===== src/rtl/llc_cmd_frontend_pkg.sv =====
// Shared LLC definitions: address split widths, bus operations, trace codes,
// the decoded-request record and the command decode helpers.
package llc_cmd_frontend_pkg;

   localparam int ADDR_BITS   = 32;
   localparam int TAG_BITS    = 12;
   localparam int INDEX       = 14;
   localparam int BYTE_OFFSET = 6;

   typedef enum logic [2:0] {
      NOBUSOP    = 3'd0,
      READ       = 3'd1,
      WRITE      = 3'd2,
      INVALIDATE = 3'd3,
      RWIM       = 3'd4
   } busOperation;

   typedef enum logic [3:0] {
      RD_DATA  = 4'd0,
      WR_DATA  = 4'd1,
      RD_INSTR = 4'd2,
      SNP_RD   = 4'd3,
      SNP_WR   = 4'd4,
      SNP_RWIM = 4'd5,
      SNP_INV  = 4'd6,
      CLEAR    = 4'd8,
      PRINT    = 4'd9
   } trace_code_e;

   typedef enum logic {
      ST_RUN     = 1'b0,
      ST_BARRIER = 1'b1
   } fe_state_e;

   typedef struct packed {
      logic [3:0]             cmd;
      logic [TAG_BITS-1:0]    tag;
      logic [INDEX-1:0]       index;
      logic [BYTE_OFFSET-1:0] offset;
      logic                   snoop;
      busOperation            busop;
   } llc_req_t;

   // Codes 7 and 10-15 have no meaning in a trace file.
   function automatic logic is_legal_code(input logic [3:0] code);
      return (code <= 4'd6) || (code == 4'd8) || (code == 4'd9);
   endfunction

   function automatic llc_req_t decode_cmd(input logic [3:0] code,
                                           input logic [ADDR_BITS-1:0] addr);
      llc_req_t req;
      req.cmd    = code;
      req.tag    = addr[ADDR_BITS-1 -: TAG_BITS];
      req.index  = addr[BYTE_OFFSET +: INDEX];
      req.offset = addr[BYTE_OFFSET-1:0];
      req.snoop  = 1'b0;
      req.busop  = NOBUSOP;
      case (code)
         SNP_RD:   begin req.snoop = 1'b1; req.busop = READ;       end
         SNP_WR:   begin req.snoop = 1'b1; req.busop = WRITE;      end
         SNP_RWIM: begin req.snoop = 1'b1; req.busop = RWIM;       end
         SNP_INV:  begin req.snoop = 1'b1; req.busop = INVALIDATE; end
         default:  ;
      endcase
      return req;
   endfunction

endpackage


===== src/rtl/llc_cmd_frontend_req_fifo.sv =====
// llc_req_fifo: DEPTH-entry FIFO of decoded LLC requests.
// Ports:
//   clk, rst       clock, asynchronous active-high reset
//   i_push, i_wdata  write request and entry (ignored when full)
//   i_pop            read request (ignored when empty)
//   o_rdata          head entry, valid whenever o_empty=0
//   o_count          occupancy 0..DEPTH
//   o_empty, o_full  status flags
module llc_req_fifo
   import llc_cmd_frontend_pkg::*;
#(
   parameter int DEPTH = 4
) (
   input  logic                     clk,
   input  logic                     rst,
   input  logic                     i_push,
   input  llc_req_t                 i_wdata,
   input  logic                     i_pop,
   output llc_req_t                 o_rdata,
   output logic [$clog2(DEPTH):0]   o_count,
   output logic                     o_empty,
   output logic                     o_full
);

   localparam int PW = $clog2(DEPTH);

   llc_req_t        r_mem [DEPTH];
   logic [PW-1:0]   r_wr_ptr;
   logic [PW-1:0]   r_rd_ptr;
   logic [PW:0]     r_count;
   logic            w_push;
   logic            w_pop;

   assign o_empty = (r_count == '0);
   assign o_full  = (r_count == (PW+1)'(DEPTH));
   assign w_push  = i_push && !o_full;
   assign w_pop   = i_pop && !o_empty;

   // DEPTH is a power of two, so the pointers wrap naturally.
   always_ff @(posedge clk or posedge rst) begin
      if (rst) begin
         r_wr_ptr <= '0;
         r_rd_ptr <= '0;
         r_count  <= '0;
      end else begin
         if (w_push) r_wr_ptr <= r_wr_ptr + 1'b1;
         if (w_pop)  r_rd_ptr <= r_rd_ptr + 1'b1;
         case ({w_push, w_pop})
            2'b10:   r_count <= r_count + 1'b1;
            2'b01:   r_count <= r_count - 1'b1;
            default: r_count <= r_count;
         endcase
      end
   end

   // Storage needs no reset: occupancy alone decides what is valid.
   always_ff @(posedge clk) begin
      if (w_push) r_mem[r_wr_ptr] <= i_wdata;
   end

   // Head is read combinationally so an entry is visible the cycle after its push.
   assign o_rdata = r_mem[r_rd_ptr];
   assign o_count = r_count;

endmodule


===== src/rtl/llc_cmd_frontend.sv =====
// llc_cmd_frontend: accepts trace commands, decodes the address into
// tag/index/offset and the snoop bus operation, and queues the decoded
// requests for the LLC controller. A clear (code 8) blocks further input
// until the controller has popped it. Illegal codes are dropped and counted.
// Ports:
//   clk, rst                  clock, asynchronous active-high reset
//   in_valid/in_ready         input handshake; in_cmd, in_addr payload
//   out_valid/out_ready       output handshake for the head entry
//   out_cmd..out_busop        decoded head entry
//   count                     FIFO occupancy
//   err_illegal               one-cycle pulse per dropped illegal code
//   illegal_count             saturating count of dropped codes
module llc_cmd_frontend
   import llc_cmd_frontend_pkg::*;
#(
   parameter int DEPTH = 4
) (
   input  logic                     clk,
   input  logic                     rst,
   input  logic                     in_valid,
   output logic                     in_ready,
   input  logic [3:0]               in_cmd,
   input  logic [31:0]              in_addr,
   output logic                     out_valid,
   input  logic                     out_ready,
   output logic [3:0]               out_cmd,
   output logic [TAG_BITS-1:0]      out_tag,
   output logic [INDEX-1:0]         out_index,
   output logic [BYTE_OFFSET-1:0]   out_offset,
   output logic                     out_snoop,
   output busOperation              out_busop,
   output logic [$clog2(DEPTH):0]   count,
   output logic                     err_illegal,
   output logic [15:0]              illegal_count
);

   fe_state_e             r_state;
   fe_state_e             w_state_next;
   logic                  r_err_illegal;
   logic [15:0]           r_illegal_count;

   logic                  w_accept;
   logic                  w_legal;
   logic                  w_push;
   logic                  w_drop;
   logic                  w_pop;
   logic                  w_fifo_empty;
   logic                  w_fifo_full;
   llc_req_t              w_wdata;
   llc_req_t              w_head;
   logic [$clog2(DEPTH):0] w_count;

   // Only registered state feeds in_ready; out_ready is deliberately absent.
   assign in_ready = (r_state == ST_RUN) && !w_fifo_full;
   assign w_accept = in_valid && in_ready;
   assign w_legal  = is_legal_code(in_cmd);
   assign w_push   = w_accept && w_legal;
   assign w_drop   = w_accept && !w_legal;
   assign w_pop    = !w_fifo_empty && out_ready;
   assign w_wdata  = decode_cmd(in_cmd, in_addr);

   llc_req_fifo #(
      .DEPTH (DEPTH)
   ) u_fifo (
      .clk     (clk),
      .rst     (rst),
      .i_push  (w_push),
      .i_wdata (w_wdata),
      .i_pop   (w_pop),
      .o_rdata (w_head),
      .o_count (w_count),
      .o_empty (w_fifo_empty),
      .o_full  (w_fifo_full)
   );

   always_ff @(posedge clk or posedge rst) begin
      if (rst) r_state <= ST_RUN;
      else     r_state <= w_state_next;
   end

   // While blocked nothing can be pushed behind the clear, so the clear
   // reaching the head and being popped is the only way back to RUN.
   always_comb begin
      w_state_next = r_state;
      case (r_state)
         ST_RUN:     if (w_push && (in_cmd == CLEAR)) w_state_next = ST_BARRIER;
         ST_BARRIER: if (w_pop && (w_head.cmd == CLEAR)) w_state_next = ST_RUN;
         default:    w_state_next = ST_RUN;
      endcase
   end

   always_ff @(posedge clk or posedge rst) begin
      if (rst) begin
         r_err_illegal   <= 1'b0;
         r_illegal_count <= '0;
      end else begin
         r_err_illegal <= w_drop;
         if (w_drop && (r_illegal_count != 16'hFFFF))
            r_illegal_count <= r_illegal_count + 16'd1;
      end
   end

   assign out_valid     = !w_fifo_empty;
   assign out_cmd       = w_head.cmd;
   assign out_tag       = w_head.tag;
   assign out_index     = w_head.index;
   assign out_offset    = w_head.offset;
   // Masked so stale storage never shows up as a snoop while empty.
   assign out_snoop     = out_valid && w_head.snoop;
   assign out_busop     = out_valid ? w_head.busop : NOBUSOP;
   assign count         = w_count;
   assign err_illegal   = r_err_illegal;
   assign illegal_count = r_illegal_count;

endmodule

===== config.mk =====
export PLATFORM = sky130hd
export DESIGN_NAME = llc_cmd_frontend
export DESIGN_NICKNAME = d
export VERILOG_FILES = /design/src/rtl/llc_cmd_frontend_pkg.sv /design/src/rtl/llc_cmd_frontend_req_fifo.sv /design/src/rtl/llc_cmd_frontend.sv
export SDC_FILE = /design/constraint.sdc
export NUM_CORES = 1
export LEC_CHECK = 0
export ABC_CLOCK_PERIOD_IN_PS = 2730
export CAP_MARGIN = 30
export CORE_MARGIN = 2
export CORE_UTILIZATION = 54
export CTS_BUF_LIST = sky130_fd_sc_hd__clkbuf_16
export DETAILED_ROUTE_END_ITERATION = 7
export PLACE_DENSITY = 0.8
export SYNTH_ARGS = -nofsm -noshare
export SYNTH_HDL_FRONTEND = slang
export SYNTH_SLANG_ARGS = --single-unit

===== constraint.sdc =====
create_clock -name clk -period 2.73 [get_ports clk]
set_input_delay 0.546 -clock clk [delete_from_list [all_inputs] [get_ports clk]]
set_output_delay 0.546 -clock clk [all_outputs]
set_load 0.02 [all_outputs]

# --- Yosys cells after proc, flatten, opt, wreduce, memory -nomap -nowiden ---
# Memory sizes are Yosys's and may differ from the RTL's.
# Index checks and enable logic that the tools add are counted.
# Widths: inputs -> output; s select.
classes:
  n_mul: 0
  mux: 8
  n_eq_ne: 11
  reduce_logical: 18
  n_lt_le_gt_ge: 1
  addsub: 5
  bitwise_logic: 1
  shift: 0
  div: 0
op_table:
  columns: ["op", "count"]
  rows:
  - ["$add 16x1->16 const B", 1]
  - ["$ne 16x16->1 const B", 1]
  - ["$pmux 4 s4", 1]
  - ["$eq 4x3->1 const B", 3]
  - ["$eq 4x4->1 const B", 3]
  - ["$logic_and 1x1->1", 11]
  - ["$pmux 3 s2", 1]
  - ["$add 2x1->2 const B", 2]
  - ["$eq 4x2->1 const B", 1]
  - ["$le 4x3->1 const B", 1]
  - ["$mux 1", 4]
  - ["$add 3x1->3 const B", 1]
  - ["$eq 3x3->1 const B", 1]
  - ["$logic_not 1->1", 3]
  - ["$logic_not 3->1", 1]
  - ["$mux 3", 1]
  - ["$sub 3x1->3 const B", 1]
  - ["$eq 2x1->1 const B", 1]
  - ["$eq 2x2->1 const B", 1]
  - ["$logic_or 1x1->1", 2]
  - ["$pmux 1 s2", 1]
  - ["$reduce_bool 2->1", 1]
  - ["$not 1->1", 1]
totals:
  out_inout_bits: 62
  mem_bits_rw: 160
  mem_count: 1
  word_cells: 51
  latch_bits: 0
  reg_bits: 25
  input_bits: 40
  rom_bits: 0
memory_table:
  columns: ["name", "depth", "word_bits", "rd", "rd_ports_with_merged_regs", "write_ports", "line_no", "rtl"]
  rows:
  - ["u_fifo.r_mem", 4, 40, 1, 0, 1, "llc_cmd_frontend_req_fifo.sv:27", "llc_req_t r_mem [DEPTH];"]

# --- Longest topological paths before layout ---
depth:
  ltp_word: 8
  ltp_mapped: 10
  mapped_depth_nobuf: 10

# --- Cells and area by module ---
# From an unflattened synthesis, not the netlist that was laid out.
unflattened:
  hier_cells: 343
  hier_area_um2: 7275.7
by_module_without_submodules:
  columns: ["module", "seq_area_each_um2", "instances", "cells_each", "area_each_um2"]
  rows:
  - ["llc_req_fifo", 4979.8, 1, 248, 6253.5]
  - ["llc_cmd_frontend", 450.4, 1, 95, 1022.2]

# --- Worst setup path after synthesis ---
# Ideal clock, no wire load.
synth_path:
  path_kind: "input to register"
  startpoint: "in in_cmd[2]"
  endpoint: "mem u_fifo.r_mem[2][0] (netlist bit) (enable)"
  setup_ps: 401
  n_path_buf: 1
  t_required_ps: 2329
  slack_ps: 72
  arrival_ps: 2257
  path_stages: 4
  cell_sequence: "buf_2 -> o21a_1 -> nor3b_2 -> and2_1"
synth_between:
  elab_chain_len: 7
  word_cells_on_any_way: 9
  cone_classes: "order compare: 1; eq/ne: 2; mux: 2; reduce/logical: 4"
synth_lines:
  columns: ["item", "line_no", "rtl"]
  rows:
  - ["from (decl)", "llc_cmd_frontend.sv:22", "input logic [3:0] in_cmd,"]
  - ["$le 4x3->1 / $eq 4x4->1 (equally long branches)", "llc_cmd_frontend_pkg.sv:46", "return (code <= 4'd6) || (code == 4'd8) || (code == 4'd9);"]
  - ["$logic_or 1x1->1", "llc_cmd_frontend_pkg.sv:46", null]
  - ["$logic_or 1x1->1 (*)", "llc_cmd_frontend_pkg.sv:46", null]
  - ["$logic_and 1x1->1 (*)", "llc_cmd_frontend.sv:57", "assign w_push = w_accept && w_legal;"]
  - ["$logic_and 1x1->1 (*)", "llc_cmd_frontend_req_fifo.sv:36", "assign w_push = i_push && !o_full;"]
  - ["$mux 1 (*)", "llc_cmd_frontend_req_fifo.sv:58", "if (w_push) r_mem[r_wr_ptr] <= i_wdata;"]
  - ["$mux 1 (not written as such) (*)", "llc_cmd_frontend_req_fifo.sv:58", null]
  - ["to (decl)", "llc_cmd_frontend_req_fifo.sv:27", null]
# Mark *: on every way between the ends. The rest lies on a longest branch, timed or not.

# --- Final worst setup path ---
layout_path:
  startpoint: "reg u_fifo.r_rd_ptr[0]"
  endpoint: "out out_index[2]"
layout_between:
  elab_chain_len: 1
layout_lines:
  columns: ["item", "line_no", "rtl"]
  rows:
  - ["from (decl)", "llc_cmd_frontend_req_fifo.sv:29", "logic [PW-1:0] r_rd_ptr;"]
  - ["from (signal assigned)", "llc_cmd_frontend_req_fifo.sv:47", "if (w_pop) r_rd_ptr <= r_rd_ptr + 1'b1;"]
  - ["$mem_v2 4x40", null, null]
  - ["to (decl)", "llc_cmd_frontend.sv:28", "output logic [INDEX-1:0] out_index,"]
# Every way passes these cells.

==> flow_summary_export.csv <==
group,metric,value,unit
setup_path,max_stage_delay,0.55,ns
power,leakagePower,3.31,nW
cells_and_area,multi_input_area,0.00176,mm2
synthesis,synthArstFlopShare,13.5,%
setup_path,worstPathMaxFanout,15,
timing,skew,0.00718,ns
synthesis,synth_cell_type_count,45,
routing,wl_per_cell,19.8,um
grt,grt_pass1_wl,20800,um
floorplan,io_pins,102,
timing,tightest_slew,0.569,ns
clocking,cts-root-buf,"clkbuf_16",
timing,fin_ws,0.0945,ns
setup_path,worstPathArrival,2.09,ns
synthesis,ys_ff_latch,185,
grt,first_global_vias,3975,
clocking,cts_buffers,17,
cells_and_area,final.fill_count,874,
clocking,cts_tree,"yes",
routing,drt_iter0_drc,307,
floorplan,die_x,120,um
timing,fin_crit_sh,96.5,%
cells_and_area,fin_nets,526,
floorplan,start_util,55.1,%
floorplan,die_area,0.0145,mm2
timing,finalHoldViolCount,0,
placement,pre_cts_ws,0.0987,ns
synthesis,synth_edf_count,160,
routing,drc,0,
routing,vias,3726,
timing,maxSlewViolCount,0,
cells_and_area,syn_to_final_growth,26.7,%
timing,rsz0062_at_grt,"no",
setup_path,slowest_stage,"clkdlybuf4s50_1",
routing,drt_pass1_iterations,4,
routing,totalWireLength,13200,um
placement,portBuffers,101,
setup_path,cp_num_buf_inv,2,
synthesis,syn_inst,349,
synthesis,synth_warnings,0,
setup_path,critical_path.cell_chain,"buf_12 > mux4_2 > clkdlybuf4s50_1",
synthesis,ys.flop_type,"edfxtp_1",
clocking,worstSkewPairLatency,0.41,ns
power,ir_worst_vdd,0.000687,V
setup_path,critPathRequiredTime,2.18,ns
timing,max_slew_margin,62.0,%
placement,hpwl,8610,um
routing,ant_nets,0,
status,status,"complete, no violations",
floorplan,core-area,0.0132,mm2
setup_path,path_class,"reg -> out",
worst_hold_path,min_path_type,"in -> async",
cells_and_area,seq_area,0.00543,mm2
clocking,cts.sinks,185,
clocking,ctsHoldBuffers,0,
synthesis,netlist_area,0.00730,mm2
timing,setup_viol,0,
timing,fmax,379,MHz
grt,antenna_found_initial,0,
clocking,htree_levels,4,
clocking,clk_pin_slew,0.06,ns
setup_path,critPathTopFamily,"buffers and inverters",
synthesis,syn_area_per_cell,20.9,um2
timing,setup_tns,0,ns
timing,timing.final.crit_period,2.64,ns
floorplan,chipHeight,120,um
clocking,postCtsSetupBuffers,0,
grt,grt_max_degree,32,
grt,grt-ovfl-total,0,
synthesis,syn_nets,396,
setup_path,end_kind,"primary output",
cells_and_area,layout-drive-gt1-share,22.8,%
clocking,cts.path.max_buffers,2,
grt,grt.total_usage,19.3,%
power,power_density,975,mW/mm2
cells_and_area,diodes,0,
routing,drt-vias-per-instance,5.59,
placement,gp_congestion,0.826,
setup_path,startpoint_type,"flip-flop",
floorplan,rows,42,
synthesis,yosysSeqAreaShare,74.4,%
run,drv_cap,0,
power,p_total,9.02,mW
[stage by stage]
stage | area, um2 | cells | util [%] | hold slack, ns
2_1_floorplan | 7300 | 349 | - | 0.465
3_3_place_gp | 8720 | 636 | 65.8 | 0.486
3_5_place_dp | 8720 | 636 | 65.8 | 0.495
4_1_cts | 9250 | 667 | 69.8 | 0.488
5_1_grt | 9250 | 667 | 69.9 | 0.519
6_report | 9250 | 667 | 69.9 | 0.483
[sequential cells by signal (all words and copies together) (netlist names)]
register / count
illegal_count: 16
u_fifo.r_wr_ptr: 2
u_fifo.r_mem: 160
err_illegal: 1
u_fifo.r_rd_ptr: 2
u_fifo.o_count: 3
r_state: 1
[worst paths after layout]
kind | start | end | slack (ns) | cells after the start
max in group asynchronous | rst | illegal_count[9]$_DFFE_PP0P_ | 1.68 | 3
min in group clk | r_state$_DFF_PP0_ | r_state$_DFF_PP0_ | 0.51 | 1
setup reg to reg | u_fifo.o_count[0]$_DFFE_PP0P_ | u_fifo.o_count[2]$_DFFE_PP0P_ | 0.34 | 10
setup / recovery | u_fifo.r_rd_ptr[0]$_DFFE_PP0P_ | out_index[2] | 0.09 | 3
hold reg to reg | r_state$_DFF_PP0_ | r_state$_DFF_PP0_ | 0.51 | 1
hold / removal | rst | illegal_count[3]$_DFFE_PP0P_ | 0.48 | 2
[timing repair]
item,in CTS,in global routing
pin swaps,0,0
endpoints found under the setup margin,31,2
resized for setup,31,2
[report_power, final]
group	switching, mW	internal (mW)
Sequential	0.224	3.43
Clock	0.924	1.41
Combinational	1.57	1.47
[cell usage in the layout (no fill, tap or decap), drive strengths merged, types with 2 or more instances in the layout]
cell           netlist  final
buf                 11     23
clkbuf               2     17
inv                  9     11
bufinv               0      3
edfxtp             160    160
mux4                40     40
mux2                 4      4
nor4                 8      8
nor2                 5      5
and3                 4      4
clkdlybuf4s50        0     68
dlymetal6s2s         0      2
clkinvlp             0      2
nand2                6      6
nor3b                5      5
dlygate4sd2          0     31
ha                   6      6
xnor2                4      4
nand3                7      7
xor2                17     17
or2                  2      2
clkinv               0      7
and2                 5      5
nor2b                6      6
nand4                4      4
dfrtp               25     25
nor3                 7      7
[cells in the mapped netlist (5+ instances only)]
master	instances	share of area, %
nand2_1	6	0.31
nand3_1	6	0.41
nor2b_1	6	0.51
nor3_1	7	0.48
buf_2	6	0.41
xor2_1	17	2.0
inv_1	9	0.46
mux4_2	40	12
ha_1	6	1.0
and2_1	5	0.43
edfxtp_1	160	66
dfrtp_1	25	8.6
[cell type report]
type	count	share of cell area, %
Sequential cell	185	58.7
Multi-Input combinational cell	142	19.0
Timing Repair Buffer	124	13.4
Clock buffer	17	4.60
Tap cell	176	2.38
Clock inverter	14	1.51
Inverter	9	0.365
[metal layers]
layer / GRT usage, % / share of wire (%) / vias to the layer above / wire, um
met3: 4.29 / 4.7 / 14 / 619
met4: 7.85 / 1.4 / 0 / 182
li1: - / - / 1668 / -
met2: 32.4 / 51 / 113 / 6720
met5: 0 / 0 / - / 0
met1: 24.8 / 43 / 1931 / 5700
[cell families (layout without fill, tap and decap cells)]
family	after synthesis	count (layout)	synth area share, %
DFF	185	185	74.4
and+or+nand+nor	66	66	6.60
muxes	45	45	13.1
buffers and inverters	22	164	1.54
xor gates and xnor gates	21	21	2.52
adders and majority gates	7	7	1.30
AOI/OAI and AO/OA	3	3	0.497
(Power assumes the default switching activity.)
